$ cat src/rtl/layer_seq_ctrl.sv
// ---------------------------------------------------------------------------
// layer_seq_ctrl
//
// Sequences one fully-connected layer of neurons. An upstream vector of
// numInputs words is broadcast to every neuron, one word per cycle. Each
// neuron's activation is then captured once. Finally the activations are
// serialised downstream, neuron 0 first.
//
// FSM: IDLE -> FEED -> WAIT -> DRAIN -> IDLE
//
// Ports
//   clk           in   rising-edge clock
//   rst           in   asynchronous reset, active-low
//   in_data       in   upstream activation word
//   in_valid      in   upstream word valid
//   in_ready      out  word accepted when in_valid & in_ready
//   myinput       out  broadcast word to all neurons
//   myinputValid  out  broadcast valid, one pulse per accepted word
//   neuron_out    in   neuron n at [n*dataWidth +: dataWidth]
//   neuron_valid  in   per-neuron output valid
//   out_data      out  serialised activation
//   out_valid     out  output word valid
//   out_ready     in   downstream accept
//   busy          out  high whenever the FSM is not in IDLE
//   layer_done    out  one-cycle pulse after the last output word is taken
//   err           out  sticky error: WAIT timeout, or a neuron_valid pulse
//                      outside WAIT; cleared only by rst
//
// Optional feature (macro LAYER_CTRL_ARGMAX_EN)
//   argmax_idx    out  index of the largest signed word drained; lowest
//                      index wins a tie
//   argmax_valid  out  pulses together with layer_done
// ---------------------------------------------------------------------------
module layer_seq_ctrl #(
    parameter int numInputs   = 784,
    parameter int numNeurons  = 30,
    parameter int dataWidth   = 16,
    parameter int waitTimeout = 64
) (
    input  logic                             clk,
    input  logic                             rst,
    input  logic [dataWidth-1:0]             in_data,
    input  logic                             in_valid,
    output logic                             in_ready,
    output logic [dataWidth-1:0]             myinput,
    output logic                             myinputValid,
    input  logic [numNeurons*dataWidth-1:0]  neuron_out,
    input  logic [numNeurons-1:0]            neuron_valid,
    output logic [dataWidth-1:0]             out_data,
    output logic                             out_valid,
    input  logic                             out_ready,
    output logic                             busy,
    output logic                             layer_done,
    output logic                             err
`ifdef LAYER_CTRL_ARGMAX_EN
    ,
    output logic [$clog2(numNeurons)-1:0]    argmax_idx,
    output logic                             argmax_valid
`endif
);

    localparam int IN_W  = $clog2(numInputs + 1);
    localparam int OUT_W = $clog2(numNeurons + 1);
    localparam int WT_W  = $clog2(waitTimeout + 1);

    localparam logic [IN_W-1:0]  IN_LAST   = IN_W'(numInputs - 1);
    localparam logic [OUT_W-1:0] OUT_LAST  = OUT_W'(numNeurons - 1);
    localparam logic [WT_W-1:0]  WAIT_LAST = WT_W'(waitTimeout - 1);

    typedef enum logic [1:0] {
        S_IDLE  = 2'd0,
        S_FEED  = 2'd1,
        S_WAIT  = 2'd2,
        S_DRAIN = 2'd3
    } state_t;

    state_t                                 state_q, state_d;
    logic [IN_W-1:0]                        in_cnt_q, in_cnt_d;
    logic [WT_W-1:0]                        wait_cnt_q, wait_cnt_d;
    logic [OUT_W-1:0]                       out_idx_q, out_idx_d;
    logic [numNeurons-1:0]                  cap_q, cap_d;
    logic [numNeurons-1:0][dataWidth-1:0]   cap_val_q, cap_val_d;
    logic                                   err_q, err_d;

    logic                                   in_ready_q, in_ready_d;
    logic [dataWidth-1:0]                   myinput_q, myinput_d;
    logic                                   myinput_valid_q, myinput_valid_d;
    logic [dataWidth-1:0]                   out_data_q, out_data_d;
    logic                                   out_valid_q, out_valid_d;
    logic                                   busy_q, busy_d;
    logic                                   layer_done_q, layer_done_d;

    logic                                   accept_s;
    logic                                   out_fire_s;

    // Next-state, counters, capture registers and next values of all outputs.
    always_comb begin
        state_d         = state_q;
        in_cnt_d        = in_cnt_q;
        wait_cnt_d      = wait_cnt_q;
        out_idx_d       = out_idx_q;
        cap_d           = cap_q;
        cap_val_d       = cap_val_q;
        err_d           = err_q;
        layer_done_d    = 1'b0;
        accept_s        = 1'b0;
        out_fire_s      = 1'b0;

        case (state_q)
            S_IDLE: begin
                // The word that wakes us is only consumed once in_ready is up.
                if (in_valid) begin
                    state_d = S_FEED;
                end else begin
                    state_d = S_IDLE;
                end
            end
            S_FEED: begin
                if (in_valid) begin
                    accept_s = 1'b1;
                    if (in_cnt_q == IN_LAST) begin
                        in_cnt_d = '0;
                        state_d  = S_WAIT;
                    end else begin
                        in_cnt_d = in_cnt_q + IN_W'(1);
                    end
                end else begin
                    in_cnt_d = in_cnt_q;
                end
            end
            S_WAIT: begin
                // First pulse per neuron wins; repeats are dropped silently.
                for (int n = 0; n < numNeurons; n++) begin
                    if (neuron_valid[n] && !cap_q[n]) begin
                        cap_d[n]     = 1'b1;
                        cap_val_d[n] = neuron_out[n*dataWidth +: dataWidth];
                    end else begin
                        cap_d[n]     = cap_q[n];
                    end
                end
                if (&cap_d) begin
                    wait_cnt_d = '0;
                    state_d    = S_DRAIN;
                end else if (wait_cnt_q == WAIT_LAST) begin
                    // Missing neurons drain as the zero left in their slot.
                    wait_cnt_d = '0;
                    err_d      = 1'b1;
                    state_d    = S_DRAIN;
                end else begin
                    wait_cnt_d = wait_cnt_q + WT_W'(1);
                end
            end
            S_DRAIN: begin
                if (out_ready) begin
                    out_fire_s = 1'b1;
                    if (out_idx_q == OUT_LAST) begin
                        out_idx_d    = '0;
                        cap_d        = '0;
                        cap_val_d    = '0;
                        layer_done_d = 1'b1;
                        state_d      = S_IDLE;
                    end else begin
                        out_idx_d = out_idx_q + OUT_W'(1);
                    end
                end else begin
                    out_idx_d = out_idx_q;
                end
            end
            default: begin
                state_d = S_IDLE;
            end
        endcase

        // A neuron answering outside WAIT means the layers are out of step.
        if ((state_q != S_WAIT) && (|neuron_valid)) begin
            err_d = 1'b1;
        end else begin
            err_d = err_d;
        end

        // Outputs are registered from next-state so they line up with state_q.
        in_ready_d      = (state_d == S_FEED);
        busy_d          = (state_d != S_IDLE);
        out_valid_d     = (state_d == S_DRAIN);
        myinput_valid_d = accept_s;
        if (accept_s) begin
            myinput_d = in_data;
        end else begin
            myinput_d = myinput_q;
        end
        if (state_d == S_DRAIN) begin
            out_data_d = cap_val_d[out_idx_d];
        end else begin
            out_data_d = '0;
        end
    end

    // State, counters, capture store and registered outputs.
    always_ff @(posedge clk or negedge rst) begin
        if (!rst) begin
            state_q         <= S_IDLE;
            in_cnt_q        <= '0;
            wait_cnt_q      <= '0;
            out_idx_q       <= '0;
            cap_q           <= '0;
            cap_val_q       <= '0;
            err_q           <= 1'b0;
            in_ready_q      <= 1'b0;
            myinput_q       <= '0;
            myinput_valid_q <= 1'b0;
            out_data_q      <= '0;
            out_valid_q     <= 1'b0;
            busy_q          <= 1'b0;
            layer_done_q    <= 1'b0;
        end else begin
            state_q         <= state_d;
            in_cnt_q        <= in_cnt_d;
            wait_cnt_q      <= wait_cnt_d;
            out_idx_q       <= out_idx_d;
            cap_q           <= cap_d;
            cap_val_q       <= cap_val_d;
            err_q           <= err_d;
            in_ready_q      <= in_ready_d;
            myinput_q       <= myinput_d;
            myinput_valid_q <= myinput_valid_d;
            out_data_q      <= out_data_d;
            out_valid_q     <= out_valid_d;
            busy_q          <= busy_d;
            layer_done_q    <= layer_done_d;
        end
    end

    assign in_ready     = in_ready_q;
    assign myinput      = myinput_q;
    assign myinputValid = myinput_valid_q;
    assign out_data     = out_data_q;
    assign out_valid    = out_valid_q;
    assign busy         = busy_q;
    assign layer_done   = layer_done_q;
    assign err          = err_q;

`ifdef LAYER_CTRL_ARGMAX_EN
    localparam int AMX_W = $clog2(numNeurons);

    logic signed [dataWidth-1:0] amx_max_q, amx_max_d;
    logic [AMX_W-1:0]            amx_idx_q, amx_idx_d;
    logic [AMX_W-1:0]            argmax_idx_q, argmax_idx_d;
    logic                        argmax_valid_q, argmax_valid_d;
    logic                        better_s;

    // Running signed maximum over accepted words; out_data_q is the word in flight.
    always_comb begin
        amx_max_d      = amx_max_q;
        amx_idx_d      = amx_idx_q;
        argmax_idx_d   = argmax_idx_q;
        argmax_valid_d = 1'b0;
        // Strict compare keeps the lower index on ties; word 0 always seeds.
        better_s = (out_idx_q == '0) || ($signed(out_data_q) > amx_max_q);
        if (out_fire_s) begin
            if (better_s) begin
                amx_max_d = $signed(out_data_q);
                amx_idx_d = AMX_W'(out_idx_q);
            end else begin
                amx_max_d = amx_max_q;
            end
            if (layer_done_d) begin
                argmax_idx_d   = amx_idx_d;
                argmax_valid_d = 1'b1;
            end else begin
                argmax_valid_d = 1'b0;
            end
        end else begin
            amx_max_d = amx_max_q;
        end
    end

    // Argmax tracking registers and result hold.
    always_ff @(posedge clk or negedge rst) begin
        if (!rst) begin
            amx_max_q      <= '0;
            amx_idx_q      <= '0;
            argmax_idx_q   <= '0;
            argmax_valid_q <= 1'b0;
        end else begin
            amx_max_q      <= amx_max_d;
            amx_idx_q      <= amx_idx_d;
            argmax_idx_q   <= argmax_idx_d;
            argmax_valid_q <= argmax_valid_d;
        end
    end

    assign argmax_idx   = argmax_idx_q;
    assign argmax_valid = argmax_valid_q;
`endif

endmodule

$ cat config.mk
export PLATFORM = sky130hd
export DESIGN_NAME = layer_seq_ctrl
export DESIGN_NICKNAME = d
export VERILOG_FILES = /design/src/rtl/layer_seq_ctrl.sv
export SDC_FILE = /design/constraint.sdc
export NUM_CORES = 1
export LEC_CHECK = 0
export ABC_CLOCK_PERIOD_IN_PS = 2800
export BUFFER_PORTS_ARGS = -buffer_cell sky130_fd_sc_hd__buf_2
export CORE_ASPECT_RATIO = 1.5
export CORE_MARGIN = 5
export CORE_UTILIZATION = 30
export DETAILED_ROUTE_END_ITERATION = 6
export GPL_ROUTABILITY_DRIVEN = 0
export PLACE_DENSITY = 0.54
export SLEW_MARGIN = 5
export SYNTH_ARGS = -nofsm -noshare
export SYNTH_HDL_FRONTEND = slang
export SYNTH_SLANG_ARGS = --single-unit
export TNS_END_PERCENT = 5
$ cat constraint.sdc
create_clock -name clk -period 2.8 [get_ports clk]
set_clock_uncertainty 0.1 [all_clocks]
set_input_delay 0.56 -clock clk [delete_from_list [all_inputs] [get_ports clk]]
set_output_delay 0.56 -clock clk [all_outputs]
set_load 0.01 [all_outputs]
After elaboration in Yosys (flattened, before gate mapping). Index checks and enable logic that the tools add are counted.

Reduce and logical (&&, ||, !) cells: 71. Muxes and demuxes: 122. Add/sub/neg operators: 3. Order comparisons: 1. Eq/ne operators: 12.

Operator list (number): $mux W480 (2); $pmux W480 S2 (1); $mux W16 (32); $bmux W16 S5 (1); $mux W1 (70); $mux W30 (2); $pmux W30 S2 (1); $logic_and A1 B1 Y1 (31); $logic_not A1 Y1 (30); $reduce_and A30 Y1 (1); $reduce_or A30 Y1 (1); $mux W5 (3); $mux W7 (2); $mux W2 (6); $add A10 B1 Y10 const B (1); $eq A10 B10 Y1 const B (1); $mux W10 (1); $pmux W2 S4 (1); $reduce_bool A2 Y1 (4); $add A7 B1 Y7 const B (1); $eq A7 B6 Y1 const B (1); $eq A2 B2 Y1 const B (3); $lt A5 B6 Y1 const B (1); $ne A2 B2 Y1 const B (3); other kinds (7) (9).

Word-level logic and storage cells: 252. Flip-flop bits (word level): 572. Input bits: 530.

Logic depth before layout (Yosys ltp).
Depth after elaboration: 9. Mapped depth: 15.

Worst setup path after synthesis. Ideal clock, no wire load.

Path type: flip-flop to flip-flop. From: register out_idx_q[1]. To: register out_data_q[13], in the netlist out_data[13]. Buffers on the path: 2. Data arrival time: 2.552 ns. Required time: 2.613 ns. Setup slack: 0.062 ns. Setup time: 0.087 ns. Stages on the path, launching flop included: 13. Period minus slack after synthesis: 2.738 ns. Cell sequence: dfrtp_1 > inv_1 > ha_1 > and4_1 > buf_2 > or3_4 > buf_6 > a221oi_2 > a211oi_1 > a311o_1 > a21oi_1 > a211oi_1 > a211oi_2.

Word-level cells in the longest chain between the ends: 7.

RTL lines: start: declaration (RTL line 80) `logic [OUT_W-1:0] out_idx_q, out_idx_d;`; start signal: assignment (RTL line 219) `out_idx_q <= out_idx_d;`; $add A5 B1 Y5 / $eq A5 B5 Y1 (equally long branches) (RTL line 163, 156); $mux W5 / $mux W480 (equally long branches) (RTL line 156) `if (out_idx_q == OUT_LAST) begin`; $mux W5 / $mux W480 (equally long branches) (RTL line 154) `if (out_ready) begin`; $mux W5 / $pmux W480 S2 (equally long branches) (RTL line 109) `case (state_q)`; $bmux W16 S5 (RTL line 192) `out_data_d = cap_val_d[out_idx_d];`; $mux W16 (not written as such) (RTL line 192); $mux W16 (*) (RTL line 191) `if (state_d == S_DRAIN) begin`; net out_data_d[13] (RTL line 88) `logic [dataWidth-1:0] out_data_q, out_data_d;`; end signal: assignment (RTL line 226) `out_data_q <= out_data_d;`; end: declaration (RTL line 88).

The timed path passes the listed nets; every way through them passes the cells marked *. The select of a mux whose other input is x is not followed. A chain may end at the register's enable or synchronous reset.

Worst setup path after layout.
From: register out_idx_q[1]. To: register out_data_q[8], in the netlist out_data[8].

The elaborated chain is that of the path after synthesis.

==> out/results.tsv <==
stage	metric	value	unit
power	sequential share of power	46.3	%
yosys	Post-Synthesis Cell Area	27500	um^2
worst_setup_path	required time of the critical path	3.21	ns
place	placed cell areas	35900	um^2
yosys	adder-cell share of the synthesized area	0.182	%
yosys	ys async rst share	100	%
drt	Antenna Nets Post-Route	0	
drt	Total Routed Length	141000	um
place	dpl hpwl	110000	um
yosys	leading post-synthesis cells by cell area	dfrtp_1 (52%), nand2_1 (16%), a21oi_1 (8.2%), mux2i_1 (2.7%), buf_2 (2.4%)	
power	Combinational Power Share	5.4	%
drt	first drt pass iteration count	6	
floorplan	row count	136	
worst_setup_path	Slowest cell on crit path	dfrtp_1	
yosys	Synth top area share	52.0	%
yosys	post-synthesis sequential area ratio	52.0	%
timing	unrepaired setup endpoints after global routing	yes	
power	Peak supply drop	0.468	mV
timing	relative slew slack	30.7	%
cts	Clock Sinks	572	
timing	Setup violations, final	16	
yosys	mux share of post-synthesis cell area	3.26	%
floorplan	num ports	568	
yosys	Synth Area in Compound Gates	16.8	%
floorplan	Die Area	98100	um^2
cts	root buffer cell	clkbuf_16	
final_layout	nets	4707	
yosys	Post-Synth Simple-Gate Area	23.0	%
global_route	initial antenna violation count	52	
final_layout	Layout Area Growth over Synthesis	43.9	%
global_route	GR Util All Layers	27.6	%
drt	drt drc	0	
yosys	most frequent cell after synthesis	nand2_1	
yosys	largest family of logic cells by synthesized area	simple AND/OR/NAND/NOR gates	
worst_setup_path	Startpoint Class	register	
power	pwr/cell area	457	nW/um^2
yosys	largest area contributor in the netlist	dfrtp_1	
yosys	Yosys warning total	0	
yosys	top cells by count, synth	nand2_1 (1,169), dfrtp_1 (572), a21oi_1 (453)	
drt	DR WL/cell	26.0	um
yosys	Post-Synth XOR/XNOR Area	0.159	%
timing	Final Critical Period	3.01	ns
cts	total clock buffers created by CTS	58	
worst_setup_path	crit path cell chain	inv_2 > ha_4 > nand4b_1 > a2bb2oi_4 > inv_2 > buf_12 > nor3_4 > buf_12 > buf_4 > a22oi_2 > a21oi_2 > or3_4 > o311ai_4 > buf_4 > a31oi_1	
drt	vias per cell	5.29	
power	total power draw	18.1	mW
global_route	vias in the first global route	29200	
final_layout	final instance area	39600	um^2
drt	DR vias	28700	
worst_setup_path	CP max stage delay	0.39	ns
timing	final hold vios	0	
global_route	largest net degree at the start of global routing	118	
worst_setup_path	CP arrival	3.42	ns
yosys	Post-synth EDFFs	0	
yosys	#FFs+latches synth	572	
timing	Slew Limit Fails	0	
timing	actual slew at the worst max-slew pin	1.04	ns
timing	period utilisation layout	107	%
power	switching power share of the total	23.5	%
timing	fmax	0.332	GHz
yosys	Cell variety after synth	80	
min_path	worst hold path type	in -> reg	
worst_setup_path	Crit Path Max Fanout	8	
job	MaxCap Viol Count	0	
floorplan	initial core utilization	30.1	%
cts	Longest Clk Path Bufs	3	
cts	CTS tree	yes	
power	Lkg Pwr	18.1	nW
yosys	Top FF cell, synth	dfrtp_1	
floorplan	Die X	257	um
floorplan	core area	91400	um^2
outcome	status	finished, violations left	
power	Pint	13.8	mW
place	Port-buffer cells	567	
cts	Worst-Skew Late Latency	0.66	ns
final_layout	layout cells sized above 1	33.3	%
timing	worst setup margin	-0.209	ns
global_route	first-pass GRT wire length	201000	um
power	clock share of power	48.3	%
power	switching power	4.26	mW
cts	H-tree Lvls	2	
yosys	Syn Nets	3732	
worst_setup_path	critical path class	reg -> reg	
cts	Reg clk slew, reported paths	0.06	ns
outcome	violated checks	negative setup slack	
yosys	Synth Instances	3198	
yosys	Mapped Avg Cell Area	8.61	um^2
global_route	grt total ovfl	0	
floorplan	die height	381	um
drt	DRT iter0 DRCs	2596	
worst_setup_path	CP endpoint kind	register	
registers in the layout, indices dropped and copies added, names as in the netlist:
signal / flops
wait_cnt_q: 7
myinput: 16
layer_done: 1
err: 1
out_data: 16
in_cnt_q: 10
myinputValid: 1
cap_q: 30
in_ready: 1
cap_val_q: 480
state_q: 2
out_valid: 1
out_idx_q: 5
busy: 1
per-layer routing:
| metal | share of wire (%) | track usage [%] | vias up | routed length (um) |
|---|---|---|---|---|
| li1 | - | - | 12900 | - |
| met1 | 38 | 33.8 | 14100 | 53700 |
| met2 | 49 | 47.0 | 1336 | 68500 |
| met3 | 7.9 | 5.64 | 322 | 11100 |
| met4 | 5.3 | 12.1 | 22 | 7470 |
| met5 | 0.11 | 0 | - | 149 |
layout by cell type (no fill, tap or decap), types with 27 or more instances in the layout:
master and n:
nand2_1 1164, dfrtp_1 570, buf_2 567, buf_4 452
a21oi_1 424, nor2_1 91, o21ai_0 79, buf_12 79
mux2i_1 72, nand3_1 71, clkbuf_16 61, a22oi_1 47
o22ai_1 40, buf_6 33, nand4bb_1 27
through the flow:
step / hold WS, ns / setup WS (ns) / instances / TNS (ns) / utilization [%]
2_1_floorplan: 0.164 / 0.0617 / 3198 / 0 / -
3_3_place_gp: 0.340 / -0.904 / 5226 / -8.79 / 39.3
3_5_place_dp: 0.341 / -0.896 / 5226 / -8.98 / 39.3
4_1_cts: 0.00000544 / -0.131 / 5386 / -1.80 / 43.0
5_1_grt: 0.0232 / -0.261 / 5408 / -3.57 / 43.3
6_report: 0.0282 / -0.209 / 5418 / -1.98 / 43.4
logic make-up after synthesis:
group / count (synthesis)
multiplexers: 82
AO/OA/AOI/OAI: 791
XOR/XNOR: 5
flip-flops: 572
buffers and inverters: 262
AND/OR/NAND/NOR: 1482
adder cells (fa/ha/maj): 4
critical path, delay by kind of cell (launching register included):
kind                       cells  cell delay [ns]
buffers and inverters          6             0.79
adders and majority gates      1             0.20
DFF                            1             0.39
and+or+nand+nor                3             0.69
AOI/OAI and AO/OA              5             0.68
final cells by class:
type / count / area (um^2)
fill: 9031 / 51800
sequential: 572 / 14300
multi-input combinational: 2364 / 12900
timing repair buffer: 1163 / 8710
clock buffer: 83 / 1720
tap: 1173 / 1470
clock inverter: 23 / 399
antenna: 26 / 65.1
inverter: 13 / 63.8
timing repair inverter: 1 / 6.26
power by group through the flow:
stage / Sequential [mW] / Clock [mW] / Combinational [mW]
floorplan: 8.54 / 0 / 0.107
CTS: 8.39 / 8.86 / 0.981
finish: 8.39 / 8.75 / 0.969
detailed placement: 8.54 / 0 / 0.957
global placement: 8.54 / 0 / 0.953
global route: 8.39 / 9.14 / 1.06
timing repair:
| action | 4_1_cts | 5_1_grt |
|---|---|---|
| resized for setup | 150 | 39 |
| gates cloned | 7 | 2 |
| setup buffers | 32 | 4 |
| pin swaps | 41 | 13 |
| endpoints found under the hold margin | 59 | 0 |
| hold buffers | 19 | 0 |
| setup endpoints to repair | 20 | 19 |
final timing paths:
check | from | to | slack (ns) | cells after the start
max in group asynchronous | rst | cap_val_q[49] | 1.33 | 4
worst min-delay path | in_data[6] | myinput[6] | 0.03 | 3
worst max-delay path | out_idx_q[1] | out_data[8] | -0.21 | 15
worst max register to register | out_idx_q[1] | out_data[8] | -0.21 | 15
worst min register to register | myinput[1] | myinput[1] | 0.38 | 2
min in group asynchronous | rst | out_data[14] | 0.27 | 2
Note: power is estimated with default switching activity, not from simulation.
